==> src/rtl/uart_pkg.sv <==
// Shared UART constants: parity-mode encodings and the transmitter state type.
package uart_pkg;

   localparam int PAR_NONE = 0;
   localparam int PAR_EVEN = 1;
   localparam int PAR_ODD  = 2;

   typedef enum logic [2:0] {
      IDLE,
      READ,
      LOAD,
      START,
      DATA,
      PAR,
      STOP
   } tx_state_e;

endpackage

==> src/rtl/uart_baud_gen.sv <==
// Bit-period counter: counts 0..BAUD_DIV-1 while enabled and flags the last
// (bit_end_o) and second-to-last (bit_pre_o) clock of every bit.
module uart_baud_gen #(
   parameter int BAUD_DIV = 5208
) (
   input  logic clk,
   input  logic rst,
   input  logic en_i,
   input  logic clr_i,
   output logic bit_end_o,
   output logic bit_pre_o
);

   localparam int            CW   = $clog2(BAUD_DIV);
   localparam logic [CW-1:0] LAST = CW'(BAUD_DIV - 1);
   localparam logic [CW-1:0] PRE  = CW'(BAUD_DIV - 2);

   logic [CW-1:0] cnt_q;

   always_ff @(posedge clk or posedge rst) begin
      if (rst) begin
         cnt_q <= '0;
      end else if (clr_i) begin
         cnt_q <= '0;
      end else if (en_i) begin
         cnt_q <= (cnt_q == LAST) ? '0 : cnt_q + 1'b1;
      end
   end

   assign bit_end_o = en_i && (cnt_q == LAST);
   assign bit_pre_o = en_i && (cnt_q == PRE);

endmodule

==> src/rtl/uart_tx_param.sv <==
// FIFO-fed UART transmitter: fetches one word per frame and serialises
// start, DATA_BITS data (LSB first), optional parity and STOP_BITS stop bits.
module uart_tx_param #(
   parameter int BAUD_DIV  = 5208,
   parameter int DATA_BITS = 8,
   parameter int PARITY    = 0,
   parameter int STOP_BITS = 1
) (
   input  logic       clk,
   input  logic       rst,
   output logic       rs232_tx,
   output logic       rfifo_rd_en,
   input  logic [7:0] rfifo_rd_data,
   input  logic       rfifo_empty,
   output logic       tx_busy,
   output logic       frame_done
);

   import uart_pkg::*;

   if (BAUD_DIV < 2 || BAUD_DIV > 65535) begin : g_bad_baud
      $error("uart_tx_param: BAUD_DIV must be in 2..65535");
   end
   if (DATA_BITS < 5 || DATA_BITS > 8) begin : g_bad_data
      $error("uart_tx_param: DATA_BITS must be in 5..8");
   end
   if (PARITY != PAR_NONE && PARITY != PAR_EVEN && PARITY != PAR_ODD) begin : g_bad_par
      $error("uart_tx_param: PARITY must be 0, 1 or 2");
   end
   if (STOP_BITS != 1 && STOP_BITS != 2) begin : g_bad_stop
      $error("uart_tx_param: STOP_BITS must be 1 or 2");
   end

   localparam int            BW        = $clog2(DATA_BITS);
   localparam logic [BW-1:0] LAST_DATA = BW'(DATA_BITS - 1);
   localparam logic [BW-1:0] LAST_STOP = BW'(STOP_BITS - 1);

   tx_state_e              state_q;
   logic                   tx_q;
   logic                   rd_en_q;
   logic                   busy_q;
   logic                   done_q;
   logic                   par_q;
   logic [DATA_BITS-1:0]   shift_q;
   logic [BW-1:0]          bit_cnt_q;

   logic baud_en;
   logic baud_clr;
   logic bit_end;
   logic bit_pre;
   logic last_stop;
   logic unused_rd_bits;

   assign baud_en   = (state_q == START) || (state_q == DATA) ||
                      (state_q == PAR)   || (state_q == STOP);
   assign baud_clr  = (state_q == LOAD);
   assign last_stop = (bit_cnt_q == LAST_STOP);
   assign unused_rd_bits = ^rfifo_rd_data;

   uart_baud_gen #(
      .BAUD_DIV (BAUD_DIV)
   ) u_baud (
      .clk       (clk),
      .rst       (rst),
      .en_i      (baud_en),
      .clr_i     (baud_clr),
      .bit_end_o (bit_end),
      .bit_pre_o (bit_pre)
   );

   // Every output is loaded one clock ahead so the pins come straight from flops.
   always_ff @(posedge clk or posedge rst) begin
      if (rst) begin
         state_q   <= IDLE;
         tx_q      <= 1'b1;
         rd_en_q   <= 1'b0;
         busy_q    <= 1'b0;
         done_q    <= 1'b0;
         par_q     <= 1'b0;
         shift_q   <= '0;
         bit_cnt_q <= '0;
      end else begin
         rd_en_q <= 1'b0;
         done_q  <= 1'b0;
         case (state_q)
            IDLE: begin
               if (!rfifo_empty) begin
                  state_q <= READ;
                  rd_en_q <= 1'b1;
                  busy_q  <= 1'b1;
               end
            end
            READ: state_q <= LOAD;
            LOAD: begin
               shift_q   <= rfifo_rd_data[DATA_BITS-1:0];
               par_q     <= (PARITY == PAR_ODD) ? ~^rfifo_rd_data[DATA_BITS-1:0]
                                                :  ^rfifo_rd_data[DATA_BITS-1:0];
               tx_q      <= 1'b0;
               bit_cnt_q <= '0;
               state_q   <= START;
            end
            START: begin
               if (bit_end) begin
                  tx_q    <= shift_q[0];
                  shift_q <= shift_q >> 1;
                  state_q <= DATA;
               end
            end
            DATA: begin
               if (bit_end) begin
                  if (bit_cnt_q == LAST_DATA) begin
                     bit_cnt_q <= '0;
                     if (PARITY != PAR_NONE) begin
                        tx_q    <= par_q;
                        state_q <= PAR;
                     end else begin
                        tx_q    <= 1'b1;
                        state_q <= STOP;
                     end
                  end else begin
                     bit_cnt_q <= bit_cnt_q + 1'b1;
                     tx_q      <= shift_q[0];
                     shift_q   <= shift_q >> 1;
                  end
               end
            end
            PAR: begin
               if (bit_end) begin
                  tx_q      <= 1'b1;
                  bit_cnt_q <= '0;
                  state_q   <= STOP;
               end
            end
            STOP: begin
               if (last_stop && bit_pre) begin
                  done_q <= 1'b1;
               end
               if (bit_end) begin
                  if (last_stop) begin
                     bit_cnt_q <= '0;
                     busy_q    <= 1'b0;
                     state_q   <= IDLE;
                  end else begin
                     bit_cnt_q <= bit_cnt_q + 1'b1;
                  end
               end
            end
            default: state_q <= IDLE;
         endcase
      end
   end

   assign rs232_tx    = tx_q;
   assign rfifo_rd_en = rd_en_q;
   assign tx_busy     = busy_q;
   assign frame_done  = done_q;

endmodule

==> config.mk <==
export PLATFORM = sky130hd
export DESIGN_NAME = uart_tx_param
export DESIGN_NICKNAME = d
export VERILOG_FILES = /design/src/rtl/uart_pkg.sv /design/src/rtl/uart_baud_gen.sv /design/src/rtl/uart_tx_param.sv
export SDC_FILE = /design/constraint.sdc
export NUM_CORES = 1
export LEC_CHECK = 0
export ABC_CLOCK_PERIOD_IN_PS = 2600
export CORE_MARGIN = 4
export CORE_UTILIZATION = 52
export DETAILED_ROUTE_END_ITERATION = 10
export PLACE_DENSITY_LB_ADDON = 0.05
export SLEW_MARGIN = 30
export SYNTH_ARGS = -nofsm -noshare
export SYNTH_HDL_FRONTEND = slang
export SYNTH_SLANG_ARGS = --single-unit
==> constraint.sdc <==
create_clock -name clk -period 2.6 [get_ports clk]
set_clock_uncertainty 0.2 [all_clocks]
set_input_delay 0.78 -clock clk [delete_from_list [all_inputs] [get_ports clk]]
set_output_delay 0.78 -clock clk [all_outputs]
set_load 0.02 [all_outputs]
==> results of run 1 <==
==> area by class of cell <==
| class | instances | area share [%] |
|---|---|---|
| tap | 46 | 2.59 |
| timing repair buffer | 23 | 9.35 |
| sequential | 31 | 35.0 |
| multi-input combinational | 144 | 47.4 |
| clock buffer | 8 | 4.51 |
| inverter | 7 | 1.18 |
==> through the flow <==
step | power [W] | setup WS, ns | std cells | utilization (%)
floorplan | 0.000518 | 0.235 | 194 | -
finish | 0.000941 | 0.201 | 259 | 64.5
global placement | 0.000538 | 0.242 | 251 | 61.6
global route | 0.000978 | 0.134 | 259 | 64.5
detailed placement | 0.000541 | 0.214 | 251 | 61.6
CTS | 0.000955 | 0.194 | 259 | 64.5
==> worst max path at each step <==
| stage | to | from | slack [ns] |
|---|---|---|---|
| 3_3_place_gp | state_q[1]$_DFFE_PP0P_ | u_baud.cnt_q[5]$_DFFE_PP0P_ | 0.24 |
| 3_5_place_dp | state_q[1]$_DFFE_PP0P_ | u_baud.cnt_q[5]$_DFFE_PP0P_ | 0.21 |
| 6_report | state_q[1]$_DFFE_PP0P_ | u_baud.cnt_q[5]$_DFFE_PP0P_ | 0.20 |
| 4_1_cts | rs232_tx | rs232_tx$_DFFE_PP1P_ | 0.19 |
| 2_1_floorplan | shift_q[0]$_DFFE_PP0P_ | u_baud.cnt_q[3]$_DFFE_PP0P_ | 0.23 |
| 5_1_grt | shift_q[4]$_DFFE_PP0P_ | u_baud.cnt_q[5]$_DFFE_PP0P_ | 0.13 |
==> synth_stat cells, drive strengths merged, types with 2 or more instances <==
cell,count
a21oi,11
o211ai,2
nor4,5
or2,2
o21ai,10
o22a,2
buf,4
nor2,11
nand2b,7
a22o,2
nand2,13
dfrtp,30
xnor2,4
nor3b,2
nand3,5
nor2b,5
mux2,16
nand4bb,2
or4,3
nor3,3
a311oi,2
and4,2
inv,7
clkbuf,8
or3,4
xor2,3
nand4,4
ha,5
==> layout by cell type, fill, tap and decap left out, types with 2 or more instances in the layout <==
master,Yosys,final
nor3b_1,2,2
or3_1,4,4
o21ai_0,10,10
ha_1,5,5
nand4_1,4,4
mux2_2,15,15
nor2_1,11,11
a22o_1,2,2
clkbuf_8,0,7
or2_2,2,2
or4_1,2,2
a311oi_1,2,2
xnor2_1,4,4
a21oi_1,10,10
nand4bb_1,2,2
o211ai_1,2,2
nand3_1,5,5
nor3_1,3,3
nand2_1,13,13
nor2b_1,5,5
clkdlybuf4s50_1,0,14
xor2_1,3,3
buf_4,0,9
dfrtp_1,30,30
nor4_1,4,4
and4_1,2,2
nand2b_1,7,7
o22a_1,2,2
inv_1,7,7
==> state kept, by name, indices dropped and copies added, names as in the netlist <==
name	count
state_q	3
frame_done	1
bit_cnt_q	3
shift_q	8
rs232_tx	1
rfifo_rd_en	1
tx_busy	1
u_baud.cnt_q	13
==> power by group through the flow <==
stage,Sequential [W],Combinational (W),Clock (W)
floorplan,0.000500,0.0000186,0
global placement,0.000501,0.0000376,0
detailed placement,0.000501,0.0000394,0
CTS,0.000493,0.0000396,0.000423
global route,0.000493,0.0000426,0.000443
finish,0.000493,0.0000384,0.000410
==> per-layer routing <==
metal	vias up	global-route usage, %	part of all wire [%]
met1	727	26.1	47
met3	4	5.35	4.2
li1	748	-	-
met4	0	7.44	0.83
met5	-	0	0
met2	35	33.7	48
==> worst max-delay path, delay by kind of cell, from the launching register on <==
| family | cells | cell delay [ns] |
|---|---|---|
| flops | 1 | 0.43 |
| simple gates | 2 | 1.15 |
| mux | 1 | 0.34 |
| compound gates | 1 | 0.20 |
==> logic make-up after synthesis <==
group / Yosys count / share of synthesized area (%)
AND/OR/NAND/NOR: 74 / 23.4
multiplexers: 17 / 10.2
adder cells (fa/ha/maj): 5 / 3.27
AO/OA/AOI/OAI: 41 / 15.1
flip-flops: 31 / 40.7
buffers and inverters: 19 / 4.26
XOR/XNOR: 7 / 3.21
==> results.cfg, run 1 <==
[run_status]
status = completed

[pwr]
clockPowerShare_pct = 43.6
switching_power_w = 0.000187
ir_drop_mv = 0.180
seq_power_share_pct = 52.4
power_density_nw_per_um2 = 424
p_comb_share_pct = 4.1
power.internal_w = 0.000753
p_leak_nw = 0.932
swShare_pct = 19.9

[cells_and_area]
multiInputGateArea_um2 = 1050
drive_above_1_share_pct = 19.2
antennaDiodeCount = 0
synthToLayoutAreaGrowth_pct = 16.2
layout.nets = 228
register_area_um2 = 777
fillers = 278
final_area_um2 = 2220

[setup_path]
crit_required_ns = 2.61
slowest_stage = or4_4
path_cells = or4b_4 -> or4_4 -> mux2_4 -> a211oi_2
reg2reg_depth = 4
timing.rr.end = state_q[1]$_DFFE_PP0P_
cp_data_arrival_time_ns = 2.41
critPathLaunchType = flop
worstPathMaxFanout = 11
path_class = reg -> reg
cpPeakStageDelay_ns = 0.59
cp-end-kind = flop
reg2reg_from = u_baud.cnt_q[5]$_DFFE_PP0P_
reg2reg_slack_ns = 0.20

[global_route]
gr-total-overflow = 0
grt_max_degree = 32
groute.usage.overall_pct = 20.6
grt_pass1_wl_um = 7110
grt_pass1_vias = 1542
antenna_found_initial = 0

[clock_tree]
numCtsBuffers = 5
cts_root_buf = clkbuf_8
cts_tree = done
cts_max_level = 2
cts_resized = 0
cts.hold.buffers_added = 0
post_cts_buffers = 0
clkTransAtPathRegs_ns = 0.06
clockBufferDepth = 2
cts.sinks = 31
clk_latency_ns = 0.28

[job]
cap_violations = 0

[floorplanning]
die_h_um = 68.6
dieWidth_um = 68.6
rows = 21
core_area_um2 = 3440
dieArea_um2 = 4710
initial_utilization_pct = 55.5
ios = 15

[hold_path]
worstHoldPathType = reg -> reg
hp-start = shift_q[1]$_DFFE_PP0P_
min_to = shift_q[1]$_DFFE_PP0P_
holdPathStages = 1

[synth]
ys_ff_latch = 31
synth_top_cell_by_area = dfrtp_1
yosysTopAreaCellShare_pct = 39.3
syn_area_um2 = 1910
syn_nets = 210
synth_cell_types = 54
async_reset_ff_share_pct = 100
postSynthAreaPerCell_um2 = 9.85
synth_flop_cell = dfrtp_1
syn_inst = 194
yosys_warnings = 0
synth_edf_count = 0
synth_top_cells_by_area = dfrtp_1 39%, mux2_2 8.8%, ha_1 3.3%
yosysSeqAreaShare_pct = 40.7

[sta]
holdWs_ns = 0.315
worst_slew_pin_slew_ns = 0.393
slew_viol_final = 0
hold_viol_final = 0
post-route-min-period_ns = 2.40
fin_crit_sh_pct = 92.3
max_freq_ghz = 0.417
tns_ns = 0
rsz0062_at_grt = no
setup_violations = 0
max_slew_margin_pct = 73.5

[detailed_routing]
firstDrtPassIters = 4
drt-total-wl_um = 4090
wl_per_cell_um = 15.8
avgViaCountPerCell = 5.85
drc = 0
num_vias = 1514
drt_iter0_markers = 61
ant_nets = 0

[place]
dp_hpwl_um = 3100
place_area_um2 = 2120
gp_congestion = 0.953
portBuffers = 14
(Power assumes the default switching activity.)
==> run 2, diff against run 1 <==
--- a/config.mk
+++ b/config.mk
@@ -5,9 +5,8 @@
 export SDC_FILE = /design/constraint.sdc
 export NUM_CORES = 1
 export LEC_CHECK = 0
-export ABC_CLOCK_PERIOD_IN_PS = 2600
-export CORE_MARGIN = 4
-export CORE_UTILIZATION = 52
+export CORE_MARGIN = 10
+export CORE_UTILIZATION = 55
 export DETAILED_ROUTE_END_ITERATION = 10
 export PLACE_DENSITY_LB_ADDON = 0.05
 export SLEW_MARGIN = 30
==> constraint.sdc (replaced) <==
create_clock -name clk -period 2.59 [get_ports clk]
set_clock_uncertainty 0.2 [all_clocks]
set_input_delay 0.777 -clock clk [delete_from_list [all_inputs] [get_ports clk]]
set_output_delay 0.777 -clock clk [all_outputs]
set_load 0.02 [all_outputs]
==> run 2 against run 1 <==
Global-route usage is 7.0 points lower. Worst setup slack got worse by 0.079 ns. Via count up 2.6%. Sequential share of layout area up 1.1 points. Sequential cell count stayed put. Total power shrank 14%. Clock-buffer cell count fell by 2. Hold slack better by 0.00054 ns. Core utilization hardly changed. Non-clock buffer count shrank 3. Sequential power hardly changed. Largest power group unchanged.
==> results.cfg, run 2 (same netlist as run 1, synthesis figures left out) <==
[floorplanning]
core_area_um2 = 3340
initial_utilization_pct = 57.3
rows = 21
die_h_um = 78.9
ios = 15
dieWidth_um = 78.9
dieArea_um2 = 6230

[clock_tree]
cts.hold.buffers_added = 0
cts_tree = done
clkTransAtPathRegs_ns = 0.09
numCtsBuffers = 5
cts_max_level = 2
cts_resized = 0
clk_latency_ns = 0.34
clockBufferDepth = 2
cts_root_buf = clkbuf_4
post_cts_buffers = 0
cts.sinks = 31

[sta]
rsz0062_at_grt = no
worst_slew_pin_slew_ns = 0.460
slew_viol_final = 0
hold_viol_final = 0
post-route-min-period_ns = 2.47
fin_crit_sh_pct = 95.3
max_slew_margin_pct = 69.1
tns_ns = 0
setup_violations = 0
max_freq_ghz = 0.405
worst_slack_ns = 0.122

[place]
gp_congestion = 0.856
dp_hpwl_um = 3040
portBuffers = 14
pre_cts_ws_ns = 0.194

[global_route]
groute.usage.overall_pct = 13.6
grt_pass1_vias = 1489
gr-total-overflow = 0
grt_pass1_wl_um = 6850
grt_max_degree = 32
antenna_found_initial = 0

[detailed_routing]
wl_per_cell_um = 16.0
avgViaCountPerCell = 6.07
drc = 0
drt_iter0_markers = 160
firstDrtPassIters = 4
drt-total-wl_um = 4110
ant_nets = 0
num_vias = 1554

[setup_path]
critPathLaunchType = flop
path_cells = clkdlybuf4s50_1
critPathTopFamily = buffers and inverters
cpPeakStageDelay_ns = 0.61
worstPathMaxFanout = 2
slowest_stage = clkdlybuf4s50_1
path_class = reg -> out
crit_required_ns = 1.61
cp_data_arrival_time_ns = 1.49
cp-end-kind = output port
path_buf_inv = 1

[hold_path]
worstHoldPathType = reg -> reg

[cells_and_area]
fillers = 302
top_regs = u_baud.cnt_q (13), shift_q (8)
antennaDiodeCount = 0
synthToLayoutAreaGrowth_pct = 12.6
mostFrequentLayoutCell = dfrtp_1
drive_above_1_share_pct = 18.1
layout.nets = 225
final_cell_mix = 30 x dfrtp_1, 15 x mux2_2, 14 x clkdlybuf4s50_1
largest_reg_flops = 13
largest_register = u_baud.cnt_q

[pwr]
power_density_nw_per_um2 = 374
ir_drop_mv = 0.375
p_leak_nw = 0.894
power_w = 0.000806

[job]
cap_violations = 0

[run_status]
status = completed
-- run 2: cell count changes in the layout (fill, tap and decap cells not counted) --
| cell | previous run | this run |
|---|---|---|
| clkbuf_8 | 7 | 0 |
| clkbuf_4 | 0 | 5 |
| buf_4 | 9 | 6 |
| clkinv_2 | 0 | 1 |
| clkinvlp_4 | 0 | 1 |
-- run 2: worst paths after layout --
| path | startpoint | to | slack [ns] | depth (start not counted) |
|---|---|---|---|---|
| worst max-delay path | rs232_tx$_DFFE_PP1P_ | rs232_tx | 0.12 | 1 |
| worst min-delay path | shift_q[4]$_DFFE_PP0P_ | shift_q[4]$_DFFE_PP0P_ | 0.32 | 1 |
| worst max register to register | u_baud.cnt_q[5]$_DFFE_PP0P_ | state_q[1]$_DFFE_PP0P_ | 0.15 | 4 |
| worst min register to register | shift_q[4]$_DFFE_PP0P_ | shift_q[4]$_DFFE_PP0P_ | 0.32 | 1 |
| max in group asynchronous | rst | rs232_tx$_DFFE_PP1P_ | 1.26 | 3 |
| min in group asynchronous | rst | u_baud.cnt_q[4]$_DFFE_PP0P_ | 0.60 | 3 |
-- run 2: report_power, final --
| group | total [W] | internal (W) | switching [W] |
|---|---|---|---|
| logic | 0.0000378 | 0.0000233 | 0.0000145 |
| registers | 0.000493 | 0.000490 | 0.00000344 |
| clock network | 0.000274 | 0.000104 | 0.000170 |
| total | 0.000806 | 0.000618 | 0.000188 |
-- run 2: stage by stage --
stage | cells | hold slack (ns) | utilization [%] | instance area (um^2)
2_1_floorplan | 194 | 0.277 | - | 1910
3_3_place_gp | 248 | 0.286 | 62.9 | 2100
3_5_place_dp | 248 | 0.296 | 62.9 | 2100
4_1_cts | 256 | 0.317 | 64.5 | 2150
5_1_grt | 256 | 0.341 | 64.5 | 2150
6_report | 256 | 0.316 | 64.5 | 2150
-- run 2: layer usage --
layer / vias up / wire (um) / track usage (%) / part of all wire (%)
met5: - / 0 / 0 / 0
met4: 0 / 54 / 5.38 / 1.3
met3: 8 / 265 / 4.84 / 6.5
met2: 65 / 2050 / 22.6 / 50
met1: 744 / 1740 / 15.6 / 42
li1: 737 / - / - / -
-- run 2: layout make-up --
type	instances	area (um^2)	area share [%]
Timing Repair Buffer	20	185	8.60
Tap cell	46	57.6	2.67
Inverter	7	26.3	1.22
Clock inverter	2	12.5	0.581
Sequential cell	31	777	36.1
Clock buffer	6	41.3	1.92
Multi-Input combinational cell	144	1050	48.9
